$ cat config.mk
export PLATFORM = sky130hd
export DESIGN_NAME = cle_label_reader
export DESIGN_NICKNAME = d
export VERILOG_FILES = /design/src/rtl/cle_label_reader.sv
export SDC_FILE = /design/constraint.sdc
export NUM_CORES = 1
export LEC_CHECK = 0
export BUFFER_PORTS_ARGS = -buffer_cell sky130_fd_sc_hd__clkbuf_2
export CORE_UTILIZATION = 50
export DETAILED_ROUTE_END_ITERATION = 10
export GPL_ROUTABILITY_DRIVEN = 0
export PLACE_DENSITY = 0.73
export SLEW_MARGIN = 10
export SYNTH_ARGS = -nofsm -noshare
export SYNTH_HDL_FRONTEND = slang
export SYNTH_SLANG_ARGS = --single-unit
export TNS_END_PERCENT = 1
$ cat constraint.sdc
create_clock -name clk -period 3.2 [get_ports clk]
set_clock_uncertainty 0.1 [all_clocks]
set_input_delay 0.48 -clock clk [delete_from_list [all_inputs] [get_ports clk]]
set_output_delay 0.48 -clock clk [all_outputs]
set_load 0.05 [all_outputs]
$ cat src/rtl/cle_label_reader.sv
// Label SRAM read-back: packs the 1024-word label map into a 1-bit mask byte stream
// with foreground count / max label stats. Optional CRC-8 output via CLE_READER_CRC_EN.
module cle_label_reader #(
  parameter logic [9:0] BASE_ADDR = 10'd0,
  parameter int         NBYTES    = 128
) (
  input  logic        clk,
  input  logic        reset,
  input  logic        start,
  input  logic [7:0]  sram_q,
  output logic [9:0]  sram_a,
  output logic        sram_wen,
  output logic [7:0]  out_data,
  output logic        out_valid,
  input  logic        out_ready,
  output logic        busy,
  output logic        done,
  output logic [10:0] fg_count,
  output logic [7:0]  max_label
`ifdef CLE_READER_CRC_EN
  ,
  output logic [7:0]  crc
`endif
);

  // state  | meaning
  // IDLE   | waiting for start; stats hold
  // FETCH  | present 8 addresses, shift in previous cycle's word
  // LAST   | capture 8th word, load output byte
  // EMIT   | hold byte until out_ready
  // DONE   | one-cycle done pulse
  typedef enum logic [2:0] {S_IDLE, S_FETCH, S_LAST, S_EMIT, S_DONE} state_t;

  localparam int CW = (NBYTES > 1) ? $clog2(NBYTES) : 1;
  localparam logic [CW-1:0] LAST_BYTE = CW'(NBYTES - 1);

  state_t         state_q, state_d;
  logic [9:0]     addr_q, addr_d;
  logic [2:0]     phase_q, phase_d;
  logic [CW-1:0]  byte_q, byte_d;
  logic [7:0]     shift_q, shift_d;
  logic [7:0]     data_q, data_d;
  logic           valid_q, valid_d;
  logic [10:0]    fg_q, fg_d;
  logic [7:0]     max_q, max_d;
  logic           sample;
  logic           capture;

`ifdef CLE_READER_CRC_EN
  logic [7:0] crc_q, crc_d;

  function automatic logic [7:0] crc8_step(input logic [7:0] c_in, input logic [7:0] d);
    logic [7:0] c;
    c = c_in ^ d;
    for (int i = 0; i < 8; i++) c = c[7] ? ({c[6:0], 1'b0} ^ 8'h07) : {c[6:0], 1'b0};
    return c;
  endfunction
`endif

  // The word presented last cycle arrives now; phase 0 has no prior word of this byte.
  assign sample  = (sram_q != 8'd0);
  assign capture = ((state_q == S_FETCH) && (phase_q != 3'd0)) || (state_q == S_LAST);

  always_comb begin
    state_d = state_q;
    addr_d  = addr_q;
    phase_d = phase_q;
    byte_d  = byte_q;
    shift_d = shift_q;
    data_d  = data_q;
    valid_d = valid_q;
    fg_d    = fg_q;
    max_d   = max_q;
`ifdef CLE_READER_CRC_EN
    crc_d   = crc_q;
`endif

    if (capture) begin
      shift_d = {shift_q[6:0], sample};
      fg_d    = fg_q + 11'(sample);
      if (sram_q > max_q) max_d = sram_q;
`ifdef CLE_READER_CRC_EN
      crc_d   = crc8_step(crc_q, sram_q);
`endif
    end

    case (state_q)
      S_IDLE: begin
        if (start) begin
          state_d = S_FETCH;
          addr_d  = BASE_ADDR;
          phase_d = 3'd0;
          byte_d  = '0;
          fg_d    = 11'd0;
          max_d   = 8'd0;
`ifdef CLE_READER_CRC_EN
          crc_d   = 8'd0;
`endif
        end
      end
      S_FETCH: begin
        addr_d  = addr_q + 10'd1;
        phase_d = phase_q + 3'd1;
        if (phase_q == 3'd7) state_d = S_LAST;
      end
      S_LAST: begin
        data_d  = {shift_q[6:0], sample};
        valid_d = 1'b1;
        state_d = S_EMIT;
      end
      S_EMIT: begin
        if (out_ready) begin
          valid_d = 1'b0;
          if (byte_q == LAST_BYTE) begin
            state_d = S_DONE;
          end else begin
            byte_d  = byte_q + 1'b1;
            state_d = S_FETCH;
          end
        end
      end
      S_DONE:  state_d = S_IDLE;
      default: state_d = S_IDLE;
    endcase
  end

  always_ff @(posedge clk or posedge reset) begin
    if (reset) begin
      state_q <= S_IDLE;
      addr_q  <= BASE_ADDR;
      phase_q <= 3'd0;
      byte_q  <= '0;
      shift_q <= 8'd0;
      data_q  <= 8'd0;
      valid_q <= 1'b0;
      fg_q    <= 11'd0;
      max_q   <= 8'd0;
`ifdef CLE_READER_CRC_EN
      crc_q   <= 8'd0;
`endif
    end else begin
      state_q <= state_d;
      addr_q  <= addr_d;
      phase_q <= phase_d;
      byte_q  <= byte_d;
      shift_q <= shift_d;
      data_q  <= data_d;
      valid_q <= valid_d;
      fg_q    <= fg_d;
      max_q   <= max_d;
`ifdef CLE_READER_CRC_EN
      crc_q   <= crc_d;
`endif
    end
  end

  assign sram_a    = addr_q;
  assign sram_wen  = 1'b1;
  assign out_data  = data_q;
  assign out_valid = valid_q;
  assign busy      = (state_q == S_FETCH) || (state_q == S_LAST) || (state_q == S_EMIT);
  assign done      = (state_q == S_DONE);
  assign fg_count  = fg_q;
  assign max_label = max_q;
`ifdef CLE_READER_CRC_EN
  assign crc       = crc_q;
`endif

endmodule

==> flow_summary_export.csv <==
group,metric,value,unit
worst_setup_path,setup.worst_path.start_class,"flip-flop",
routing,drc,0,
logic_synthesis,synthTopCellsByCount,"dfrtp_1, nand2_1, nor2_1, mux2_2, o21ai_0",
timing,max_freq,361.2,MHz
routing,detail_route.wl_per_cell,13.67,microns
routing,vias,2274,
timing,tightest_slew,0.8630,ns
final_layout,layout.nets,369,
logic_synthesis,avgSynthCellArea,10.25,sq um
timing,fin_setup_tns,0,ns
final_layout,drive_gt1_share,28.82,%
cts,h-tree-depth,3,
cts,numCtsBuffers,9,
final_layout,fillerInstances,471,
power_and_ir_drop,power_leakage,0.001662,uW
logic_synthesis,netlist_instances,285,
floorplan,dieArea,6153,sq um
cts,holdBufCountCts,0,
logic_synthesis,ys_top_cells_by_area,"dfrtp_1, mux2_2, ha_1",
floorplan,die_h,78.44,microns
cts,postCtsSetupRepairBufs,0,
placement,port_buffers,51,
routing,wl_met1,2775,microns
worst_setup_path,crit_type,"reg2reg",
logic_synthesis,ys_seq_area_share,49.68,%
routing,final_antenna_net_count,0,
placement,placed_area,3272,sq um
logic_synthesis,synth.net_count,312,
final_layout,num_antenna_cells,0,
timing,hold_viol,0,
cts,path_clk_slew,0.07,ns
floorplan,std_cell_rows,27,
floorplan,num_io_pins,53,
grt,grt_pass1_vias,2143,
power_and_ir_drop,p_per_area,996.2,nW/um^2
logic_synthesis,yosysMostFrequentCell,"dfrtp_1",
status,outcome,"completed",
run,max_cap_viol_count,0,
cts,clockBufferDepth,2,
routing,wl_met3,275,microns
power_and_ir_drop,ir_drop,0.5531,mV
final_layout,synthToLayoutAreaGrowth,19.79,%
logic_synthesis,synth_top_area_share,49.68,%
cts,cts_sinks,58,
logic_synthesis,synth_flop_cell,"dfrtp_1",
routing,maxUsedRoutingLayer,"met4",
worst_setup_path,worst-path-max-fanout,13,
logic_synthesis,synth_area_leader_cell,"dfrtp_1",
timing,period_share,86.51,%
cts,tritoncts,"built",
worst_setup_path,cp.arrival,2.89,ns
logic_synthesis,synthesis.area,2922,sq um
grt,grt_pass1_wl,9632,microns
routing,dr_wl_met2,2576,microns
grt,grt_max_degree,59,
grt,overflow,0,
min_path,hold_path_class,"in2async",
placement,dp_hpwl,4015,microns
grt,antenna_found_initial,0,
timing,rsz0062_at_grt,"false",
timing,period_needed,2.768,ns
timing,slew_headroom,42.25,%
worst_setup_path,cp_data_required_time,3.32,ns
logic_synthesis,synth_cell_type_count,46,
worst_setup_path,reg2regPathDepth,8,
floorplan,initial_utilization,52.41,%
logic_synthesis,ys_warn_count,0,
logic_synthesis,synth_edf_count,0,
worst_setup_path,cp-end-kind,"flip-flop",
logic_synthesis,synth.ff_latch_count,58,
timing,setup_viol,0,
floorplan,die_w,78.44,microns
logic_synthesis,ys_async_sr_fraction,100.0,%
cts,insertion_delay,0.33,ns
routing,first_pass_iters,4,
routing,routed_via_density,5.427,
floorplan,design.core.area,5574,sq um
timing,drv_slew,0,
final_layout,fin_area,3500,sq um
routing,wirelength,5726,microns
cts,ctsResizeCount,0,
grt,track_usage,20.13,%
cts,cts_root_buf,"clkbuf_8",
routing,first_iter_violations,82,
final_layout,fin_util,62.78,%
==> where the power goes <==
group | switching, uW | internal (uW)
sequential | 138 | 926
combinational | 1120 | 531
clock | 310 | 461
total | 1570 | 1920
==> worst max-delay path, stage by stage, from the launching register on <==
cell and delay (ns):
dfrtp_1 0.39, inv_1 0.06, ha_1 0.19, nand2b_1 0.09, a21oi_2 0.10, nor2_1 0.67, o221ai_1 0.51, buf_4 0.30
mux2_2 0.27
==> cell type report <==
type,count,area (sq um),area share (%)
Timing Repair Buffer,58,307.8,8.795
Clock buffer,10,137.6,3.933
Multi-Input combinational cell,203,1378,39.36
Sequential cell,58,1451,41.47
Clock inverter,6,90.09,2.574
Tap cell,72,90.09,2.574
Inverter,12,45.04,1.287
==> through the flow <==
stage	cells	hold WS, ns	power, uW	setup WS, ns
3_3_place_gp	403	0.3591	2706	0.5052
4_1_cts	419	0.2528	3512	0.3795
2_1_floorplan	285	0.3418	2354	0.6885
5_1_grt	419	0.3014	3714	0.1659
6_report	419	0.2160	3486	0.4316
3_5_place_dp	403	0.3716	2738	0.3787
==> final timing paths <==
kind                       slack [ns]           end        from
hold / removal                   0.22     byte_q[0]       reset
max in group asynchronous        2.31     sram_a[8]       reset
setup / recovery                 0.43  max_label[1]  phase_q[0]
setup reg to reg                 0.43  max_label[1]  phase_q[0]
hold reg to reg                  0.38     sram_a[9]   sram_a[9]
min in group clk                 0.31  max_label[0]   sram_q[0]
==> kinds of logic (layout without fill, tap and decap cells) <==
kind of cell,count (synthesis),in the layout,synth area share [%]
and+or+nand+nor,107,107,18.12
muxes,28,28,10.54
adders and majority gates,15,15,6.424
AOI/OAI and AO/OA,46,46,9.936
buffers and inverters,24,86,3.383
xor gates and xnor gates,6,6,1.799
other,1,1,0.1284
DFF,58,58,49.68
==> flip-flops by register name, summed over array words and instances (netlist names) <==
| name | flops |
|---|---|
| shift_q | 7 |
| max_label | 8 |
| sram_a | 10 |
| state_q | 3 |
| out_data | 8 |
| byte_q | 7 |
| fg_count | 11 |
| phase_q | 3 |
| out_valid | 1 |
==> layer usage <==
layer  vias up  global-route usage (%)
met1      1090                   25.83
li1       1131                       -
met3         9                   4.884
met4         0                   10.00
met5         -                       0
met2        44                   31.75
==> cell usage in the layout (no fill, tap or decap), types with 4 or more instances in the layout <==
cell type and count:
o21ai_0 18, clkbuf_2 51, mux2_2 22, mux2i_1 6
clkbuf_8 10, nand4_1 9, nand3_1 10, and3_1 6
buf_4 7, dfrtp_1 58, xor2_1 5, ha_1 15
o211ai_1 4, nand2_1 31, inv_1 11, a21oi_1 7
nor2_1 29, nor2b_1 4
No activity file was read; power rests on OpenSTA's default activity.
